==> config.mk <==
export PLATFORM = sky130hd
export DESIGN_NAME = button_pio_rx
export DESIGN_NICKNAME = d
export VERILOG_FILES = /design/src/rtl/button_pio_rx.sv
export SDC_FILE = /design/constraint.sdc
export NUM_CORES = 1
export LEC_CHECK = 0
export CORE_ASPECT_RATIO = 0.75
export CORE_MARGIN = 1
export CORE_UTILIZATION = 35
export DETAILED_ROUTE_END_ITERATION = 10
export PLACE_DENSITY_LB_ADDON = 0.08
export REMOVE_ABC_BUFFERS = 1
export SLEW_MARGIN = 20
export SYNTH_ARGS = -nofsm -noshare
export SYNTH_HDL_FRONTEND = slang
export SYNTH_SLANG_ARGS = --single-unit
==> constraint.sdc <==
create_clock -name clk -period 2.3 [get_ports clk]
set_input_delay 0.46 -clock clk [delete_from_list [all_inputs] [get_ports clk]]
set_output_delay 0.46 -clock clk [all_outputs]
set_load 0.03 [all_outputs]
==> src/rtl/button_pio_rx.sv <==
// Avalon-MM push-button input PIO: synchronises, debounces and edge-captures
// active-low button pins and raises a level IRQ on masked presses.
module button_pio_rx #(
  parameter int WIDTH           = 4,
  parameter int DEBOUNCE_CYCLES = 500000
) (
  input  logic             clk,
  input  logic             rstn,
  input  logic [WIDTH-1:0] botones,
  input  logic [1:0]       avs_address,
  input  logic             avs_read,
  input  logic             avs_write,
  input  logic [31:0]      avs_writedata,
  output logic [31:0]      avs_readdata,
  output logic             avs_readdatavalid,
  output logic             irq
);

  localparam int CNT_W = (DEBOUNCE_CYCLES > 1) ? $clog2(DEBOUNCE_CYCLES) : 1;
  localparam logic [CNT_W-1:0] CNT_MAX = CNT_W'(DEBOUNCE_CYCLES - 1);

  localparam logic [1:0] ADDR_DATA = 2'd0;
  localparam logic [1:0] ADDR_MASK = 2'd1;
  localparam logic [1:0] ADDR_EDGE = 2'd3;

  logic [WIDTH-1:0] sync1_q, sync2_q;
  logic [WIDTH-1:0] pressed;
  logic [WIDTH-1:0] stable_q, stable_d;
  logic [CNT_W-1:0] cnt_q [WIDTH];
  logic [CNT_W-1:0] cnt_d [WIDTH];
  logic [WIDTH-1:0] mask_q, mask_d;
  logic [WIDTH-1:0] edgeCap_q, edgeCap_d;
  logic [WIDTH-1:0] rise;
  logic [WIDTH-1:0] clearBits;
  logic [31:0]      readMux;
  logic [31:0]      rdata_q, rdata_d;
  logic             rvalid_q;
  logic             irq_q;
  logic             unusedWdata;

  assign pressed     = ~sync2_q;
  assign unusedWdata = ^avs_writedata;

  // A bit only changes after CNT_MAX+1 consecutive cycles of disagreement.
  always_comb begin
    stable_d = stable_q;
    cnt_d    = cnt_q;
    for (int i = 0; i < WIDTH; i++) begin
      if (pressed[i] == stable_q[i]) begin
        cnt_d[i] = '0;
      end else if (cnt_q[i] == CNT_MAX) begin
        stable_d[i] = pressed[i];
        cnt_d[i]    = '0;
      end else begin
        cnt_d[i] = cnt_q[i] + CNT_W'(1);
      end
    end
  end

  // A press landing in the same cycle as a W1C of that bit keeps it set.
  always_comb begin
    rise      = stable_d & ~stable_q;
    clearBits = (avs_write && avs_address == ADDR_EDGE) ?
                avs_writedata[WIDTH-1:0] : '0;
    edgeCap_d = (edgeCap_q & ~clearBits) | rise;
    mask_d    = (avs_write && avs_address == ADDR_MASK) ?
                avs_writedata[WIDTH-1:0] : mask_q;
  end

  always_comb begin
    readMux = '0;
    case (avs_address)
      ADDR_DATA: readMux[WIDTH-1:0] = stable_q;
      ADDR_MASK: readMux[WIDTH-1:0] = mask_q;
      ADDR_EDGE: readMux[WIDTH-1:0] = edgeCap_q;
      default:   readMux = '0;
    endcase
    rdata_d = avs_read ? readMux : rdata_q;
  end

  always_ff @(posedge clk) begin
    if (!rstn) begin
      sync1_q   <= '1;
      sync2_q   <= '1;
      stable_q  <= '0;
      for (int i = 0; i < WIDTH; i++) cnt_q[i] <= '0;
      mask_q    <= '0;
      edgeCap_q <= '0;
      rdata_q   <= '0;
      rvalid_q  <= 1'b0;
      irq_q     <= 1'b0;
    end else begin
      sync1_q   <= botones;
      sync2_q   <= sync1_q;
      stable_q  <= stable_d;
      cnt_q     <= cnt_d;
      mask_q    <= mask_d;
      edgeCap_q <= edgeCap_d;
      rdata_q   <= rdata_d;
      rvalid_q  <= avs_read;
      irq_q     <= |(edgeCap_q & mask_q);
    end
  end

  assign avs_readdata      = rdata_q;
  assign avs_readdatavalid = rvalid_q;
  assign irq               = irq_q;

endmodule

==> impl_summary.log, run 1 <==
INFO  metric cts.repair.resized = 0
INFO  metric drt_pre_antenna_iters = 4
INFO  metric row_count = 35
INFO  metric htree_levels = 3
INFO  metric peakVddDrop = 0.446 mV
INFO  metric globalRoute.totalOverflow = 0
INFO  metric synthArstFlopShare = 0%
INFO  metric final_clock_skew = 0.00590 ns
INFO  metric ios = 76
INFO  metric grt_start_max_net_pins = 20
INFO  metric dp_cells = 717
INFO  metric post_synth_instance_area = 4620 um^2
INFO  metric layout_net_count = 608
INFO  metric clkTransAtPathRegs = 0.07 ns
INFO  metric grt_use_total = 14.1%
INFO  metric element_type_at_the_critical_path_start = flop
INFO  metric clock_path_buffers = 2
INFO  metric globalplace.congestion = 0.774
INFO  metric rsz0062_at_grt = no
INFO  metric worst_slew_margin_rel = 51.2%
INFO  metric synthDistinctLibCells = 42
INFO  metric synth.yosys.seq_area_share = 44.2%
INFO  metric final_max_slew_viol_count = 0
INFO  metric fp.dieArea = 13700 um^2
INFO  metric detail_route.drc_violations = 0
INFO  metric worst_ep_arrival_time = 2.34 ns
INFO  metric worst-endpoint-required = 2.56 ns
INFO  metric holdBufCountCts = 0
INFO  metric mostFrequentLayoutCell = sky130_fd_sc_hd__dfxtp_1
INFO  metric power.density = 676 nW/um^2
INFO  metric synthToLayoutAreaGrowth = 14.0%
INFO  metric period_utilisation_layout = 90.5%
INFO  metric dpl_worst_slack = 0.233 ns
INFO  metric detailedRoute.firstIterationViolations = 149
INFO  metric area_of_the_core = 12600 um^2
INFO  metric numPortBuffers = 19
INFO  metric postRouteAntennaNets = 0
INFO  metric worst_skew_pair.late_latency = 0.34 ns
INFO  metric report.power.total = 3.56 mW
INFO  metric drt-vias-per-instance = 4.86
INFO  metric wl_per_cell = 12.4 um
INFO  metric first_global_vias = 3129
INFO  metric numCtsBuffers = 9
INFO  metric finalWirelength = 9050 um
INFO  metric synthesis_warning_total = 0
INFO  metric final.fill_count = 1273
INFO  metric status = finished clean
INFO  metric dr_total_vias = 3556
INFO  metric clk_root_buffer_cell = sky130_fd_sc_hd__clkbuf_16
INFO  metric dpl-instance-area = 4960 um^2
INFO  metric final_util = 41.9%
INFO  metric place_hpwl = 6500 um
INFO  metric crit_type = reg -> reg
INFO  metric synth_cells = 534
INFO  metric fin_tns_setup = 0 ns
INFO  metric synth.ff_latch_count = 102
INFO  metric die_w = 135 um
INFO  metric grt_pass1_wl = 15400 um
INFO  metric cts_sinks = 102
INFO  metric leading_cell_types_in_the_layout_fill_and_taps_excluded = sky130_fd_sc_hd__dfxtp_1 (102), sky130_fd_sc_hd__nor2_1 (78), sky130_fd_sc_hd__xnor2_1 (38), sky130_fd_sc_hd__nand2_1 (29)
INFO  metric num_antenna_cells = 0
INFO  metric timing.final.crit_period = 2.08 ns
INFO  metric number_of_antenna_violations_at_the_first_check_in_global_routing = 0
INFO  metric layout-drive-gt1-share = 5.49%
INFO  metric tritoncts_clock_tree = done
INFO  metric number_of_enable_type_register_cells_in_the_synthesized_netlist = 0
INFO  metric area_of_the_multi_input_gates = 2350 um^2
INFO  metric timing.final.setup_violations = 0
INFO  metric worst_slew_pin_slew = 0.725 ns
INFO  metric regArea = 2040 um^2
INFO  metric die_h = 102 um
INFO  metric postSynthAreaPerCell = 8.66 um^2
INFO  metric crit_fanout = 4
INFO  metric maxCapViolations = 0
INFO  metric cts_setup_buffers = 0
INFO  metric layout.cells.non_filler = 731
INFO  metric worst_setup_path_end_kind = flop
INFO  metric timing.final.hold_violations = 0
INFO  metric hold_slack = 0.409 ns
INFO  metric initial_utilization = 36.8%
INFO  metric hp-class = reg -> reg
INFO  metric fmax = 481 MHz
INFO  metric postLayoutCellArea = 5270 um^2
INFO  metric worst_slack = 0.219 ns
INFO  metric power.leakage = 1.63 nW
INFO  metric postSynth.topFlopCell = sky130_fd_sc_hd__dfxtp_1
## synth_stat cells, types with 9 or more instances
cell | instances | share of area (%)
sky130_fd_sc_hd__dfxtp_1 | 102 | 44
sky130_fd_sc_hd__nor2_1 | 78 | 6.3
sky130_fd_sc_hd__xnor2_1 | 38 | 7.2
sky130_fd_sc_hd__buf_4 | 29 | 4.7
sky130_fd_sc_hd__nand2_1 | 29 | 2.4
sky130_fd_sc_hd__nand3_1 | 28 | 3.0
sky130_fd_sc_hd__a21oi_1 | 27 | 2.9
sky130_fd_sc_hd__nand4_1 | 21 | 2.8
sky130_fd_sc_hd__inv_1 | 20 | 1.6
sky130_fd_sc_hd__o21ai_0 | 20 | 2.2
sky130_fd_sc_hd__xor2_1 | 18 | 3.4
sky130_fd_sc_hd__nor4_1 | 15 | 2.0
sky130_fd_sc_hd__or4_1 | 13 | 2.1
sky130_fd_sc_hd__nor3_1 | 12 | 1.3
sky130_fd_sc_hd__clkbuf_1 | 9 | 0.73
sky130_fd_sc_hd__or3_1 | 9 | 1.2
## kinds of logic (layout without fill, tap and decap cells)
group / Yosys count / after routing / synth area share [%]
other: 1 / 28 / 0.0811
adder cells (fa/ha/maj): 4 / 4 / 1.08
AND/OR/NAND/NOR: 242 / 242 / 27.5
buffers and inverters: 60 / 64 / 7.23
flip-flops: 102 / 102 / 44.2
multiplexers: 4 / 4 / 0.866
AO/OA/AOI/OAI: 65 / 65 / 8.44
XOR/XNOR: 56 / 56 / 10.6
## final timing paths
kind,from,to,slack [ns],depth (start not counted)
worst max-delay path,cnt_q[33],edgeCap_q[2],0.22,4
worst min-delay path,sync1_q[1],sync2_q[1],0.41,1
worst max register to register,cnt_q[33],edgeCap_q[2],0.22,4
worst min register to register,sync1_q[1],sync2_q[1],0.41,1
## routing by layer
| layer | vias up | global-route usage (%) | share of wire [%] |
|---|---|---|---|
| met4 | 0 | 3.63 | 0.92 |
| met5 | - | 0 | 0 |
| li1 | 1870 | - | - |
| met2 | 52 | 20.5 | 41 |
| met3 | 8 | 3.70 | 3.6 |
| met1 | 1626 | 20.6 | 54 |
## registers in the layout (all words and copies together) (netlist names)
register	count
sync2_q	4
sync1_q	4
cnt_q	76
mask_q	4
avs_readdatavalid	1
avs_readdata	4
edgeCap_q	4
irq	1
stable_q	4
## worst max-delay path, stage by stage, from the launching register on
cell and delay [ns]:
sky130_fd_sc_hd__dfxtp_1 0.34, sky130_fd_sc_hd__or4b_1 0.52, sky130_fd_sc_hd__or4_4 0.58, sky130_fd_sc_hd__or4_1 0.41
sky130_fd_sc_hd__a21oi_1 0.15
## layout make-up
type / instances / share of cell area, %
multi-input cells: 399 / 44.6
flip-flops and latches: 102 / 38.7
repair buffers: 30 / 5.41
clock buffers: 10 / 4.53
well taps: 166 / 3.94
inverters: 20 / 1.42
clock inverters: 4 / 1.38
## where the power goes
part           switching, mW  internal, mW
Combinational          0.115        0.0481
Sequential           0.00965          1.78
Clock                  0.637         0.969
Total                  0.762          2.80
(Power assumes the default switching activity.)
==> run 2: changes to the inputs <==
--- a/config.mk
+++ b/config.mk
@@ -7,8 +7,9 @@
 export LEC_CHECK = 0
 export CORE_ASPECT_RATIO = 0.75
 export CORE_MARGIN = 1
-export CORE_UTILIZATION = 35
+export CORE_UTILIZATION = 52
 export DETAILED_ROUTE_END_ITERATION = 10
+export GPL_TIMING_DRIVEN = 0
 export PLACE_DENSITY_LB_ADDON = 0.08
 export REMOVE_ABC_BUFFERS = 1
 export SLEW_MARGIN = 20
==> impl_summary.log, run 2 (same netlist as run 1, synthesis figures left out) <==
INFO  metric fp.dieArea = 9280 um^2 (was 13700 um^2)
INFO  metric timing.final.hold_violations = 0 (unchanged)
INFO  metric final_max_slew_viol_count = 0 (unchanged)
INFO  metric dr_total_vias = 3588 (was 3556)
INFO  metric dp_cells = 652 (was 717)
INFO  metric max_reg_flops = 76 (unchanged)
INFO  metric status = finished clean (unchanged)
INFO  metric detail_route.drc_violations = 0 (unchanged)
INFO  metric numPortBuffers = 19 (unchanged)
INFO  metric timing.final.setup_violations = 0 (unchanged)
INFO  metric crit_type = reg -> reg (unchanged)
INFO  metric numCtsBuffers = 9 (unchanged)
INFO  metric leading_cell_types_in_the_layout_fill_and_taps_excluded = sky130_fd_sc_hd__dfxtp_1 (102), sky130_fd_sc_hd__nor2_1 (78), sky130_fd_sc_hd__xnor2_1 (38), sky130_fd_sc_hd__nand2_1 (29) (unchanged)
INFO  metric worst_skew_pair.late_latency = 0.35 ns (was 0.34 ns)
INFO  metric critical-path-max-stage-delay = 0.58 ns (about the same)
INFO  metric first_global_vias = 3231 (was 3129)
INFO  metric die_h = 83.7 um (was 102 um)
INFO  metric max_flop_register = cnt_q (unchanged)
INFO  metric detailedRoute.firstIterationViolations = 174 (was 149)
INFO  metric hp-class = reg -> reg (unchanged)
INFO  metric grt_pass1_wl = 14900 um (was 15400 um)
INFO  metric die_w = 111 um (was 135 um)
INFO  metric drt_pre_antenna_iters = 4 (unchanged)
INFO  metric maxCapViolations = 0 (unchanged)
INFO  metric num_antenna_cells = 0 (unchanged)
INFO  metric place_hpwl = 6070 um (was 6500 um)
INFO  metric clk_root_buffer_cell = sky130_fd_sc_hd__clkbuf_16 (unchanged)
INFO  metric hold_slack = 0.407 ns (was 0.409 ns)
INFO  metric critPathSlowestCell = sky130_fd_sc_hd__or4_4 (unchanged)
INFO  metric rsz0062_at_grt = no (unchanged)
INFO  metric layout-drive-gt1-share = 4.80% (was 5.49%)
INFO  metric mostFrequentLayoutCell = sky130_fd_sc_hd__dfxtp_1 (unchanged)
INFO  metric worst_slew_pin_slew = 0.810 ns (was 0.725 ns)
INFO  metric finalWirelength = 8710 um (was 9050 um)
INFO  metric initial_utilization = 54.2% (was 36.8%)
INFO  metric worst_slack = 0.123 ns (was 0.219 ns)
INFO  metric synthToLayoutAreaGrowth = 11.0% (was 14.0%)
INFO  metric postLayoutCellArea = 5130 um^2 (was 5270 um^2)
INFO  metric peakVddDrop = 0.568 mV (was 0.446 mV)
INFO  metric worst_setup_path_end_kind = flop (unchanged)
INFO  metric drt-vias-per-instance = 5.36 (was 4.86)
INFO  metric number_of_buffer_and_inverter_instances_along_the_worst_setup_path = 0 (unchanged)
INFO  metric fin_tns_setup = 0 ns (unchanged)
INFO  metric clkTransAtPathRegs = 0.07 ns (about the same)
INFO  metric dpl_worst_slack = -0.135 ns (was 0.233 ns)
INFO  metric number_of_antenna_violations_at_the_first_check_in_global_routing = 0 (unchanged)
INFO  metric tritoncts_clock_tree = done (unchanged)
INFO  metric htree_levels = 3 (unchanged)
INFO  metric timing.final.crit_period = 2.18 ns (was 2.08 ns)
INFO  metric worst_ep_arrival_time = 2.39 ns (was 2.34 ns)
INFO  metric ios = 76 (unchanged)
INFO  metric postRouteAntennaNets = 0 (unchanged)
INFO  metric worst-endpoint-required = 2.51 ns (was 2.56 ns)
INFO  metric row_count = 29 (was 35)
INFO  metric grt_use_total = 19.9% (was 14.1%)
INFO  metric worstPathCellList = or4b_1 -> or4_4 -> o211ai_4 -> nor2_1 (was or4b_1 -> or4_4 -> or4_1 -> a21oi_1)
INFO  metric clock_path_buffers = 2 (unchanged)
INFO  metric wl_per_cell = 13.0 um (was 12.4 um)
INFO  metric fmax = 459 MHz (was 481 MHz)
INFO  metric layout_net_count = 603 (was 608)
INFO  metric final.fill_count = 734 (was 1273)
INFO  metric area_of_the_core = 8530 um^2 (was 12600 um^2)
INFO  metric final_clock_skew = 0.00464 ns (was 0.00590 ns)
INFO  metric crit_fanout = 19 (was 4)
INFO  metric dpl-instance-area = 4830 um^2 (was 4960 um^2)
INFO  metric layout.cells.non_filler = 670 (was 731)
INFO  metric timing.critical_path.max_delay_family = simple AND/OR/NAND/NOR gates (unchanged)
INFO  metric grt_start_max_net_pins = 20 (unchanged)
INFO  metric globalplace.congestion = 0.810 (was 0.774)
INFO  metric power.leakage = 1.60 nW (was 1.63 nW)
INFO  metric cts_sinks = 102 (unchanged)
INFO  metric period_utilisation_layout = 94.6% (was 90.5%)
INFO  metric power.density = 668 nW/um^2 (was 676 nW/um^2)
INFO  metric element_type_at_the_critical_path_start = flop (unchanged)
INFO  metric globalRoute.totalOverflow = 0 (unchanged)
INFO  metric holdBufCountCts = 0 (unchanged)
INFO  metric worst_slew_margin_rel = 45.8% (was 51.2%)
## run 2: path summary, 6_finish.rpt
| check | from | end | slack [ns] | depth (start not counted) |
|---|---|---|---|---|
| max reg2reg | cnt_q[33] | cnt_q[22] | 0.12 | 4 |
| min reg2reg | sync1_q[3] | sync2_q[3] | 0.41 | 1 |
| max | cnt_q[33] | cnt_q[22] | 0.12 | 4 |
| min | sync1_q[3] | sync2_q[3] | 0.41 | 1 |
## run 2: power by group
part / switching (mW) / internal, mW / leakage (nW)
registers: 0.00917 / 1.78 / 0.825
logic: 0.115 / 0.0455 / 0.629
clock network: 0.642 / 0.837 / 0.143
## run 2: final cells by class
type,instances,area (um^2),area share (%)
clock buffer,11,233,4.53
clock inverter,5,50.0,0.975
inverter,20,75.1,1.46
multi-input combinational,399,2350,45.9
sequential,102,2040,39.8
tap,108,135,2.63
timing repair buffer,25,243,4.73
## run 2: timing repair
item	CTS	global route
hold endpoints to repair	0	0
setup endpoints to repair	0	5
setup buffers	0	2
resized for setup	0	1
## run 2: worst register-to-register path: cells and delay by family (launching register included)
family | cells | cell delay [ns]
AND/OR/NAND/NOR | 3 | 1.22
flip-flops | 1 | 0.34
AO/OA/AOI/OAI | 1 | 0.48
## run 2: metrics by stage
step	utilization (%)	total power, mW
after floorplan	-	1.93
after global placement	56.2	1.98
after detailed placement	56.6	1.99
after CTS	59.9	3.47
after global routing	60.2	3.55
final	60.2	3.43
## run 2: per-layer routing
metal,GRT usage (%),wire (um),part of all wire [%],up-vias
met4,4.73,75,0.86,0
li1,-,-,-,1864
met5,0,0,0,-
met2,29.9,3760,43,66
met3,7.04,430,4.9,6
met1,27.2,4440,51,1652
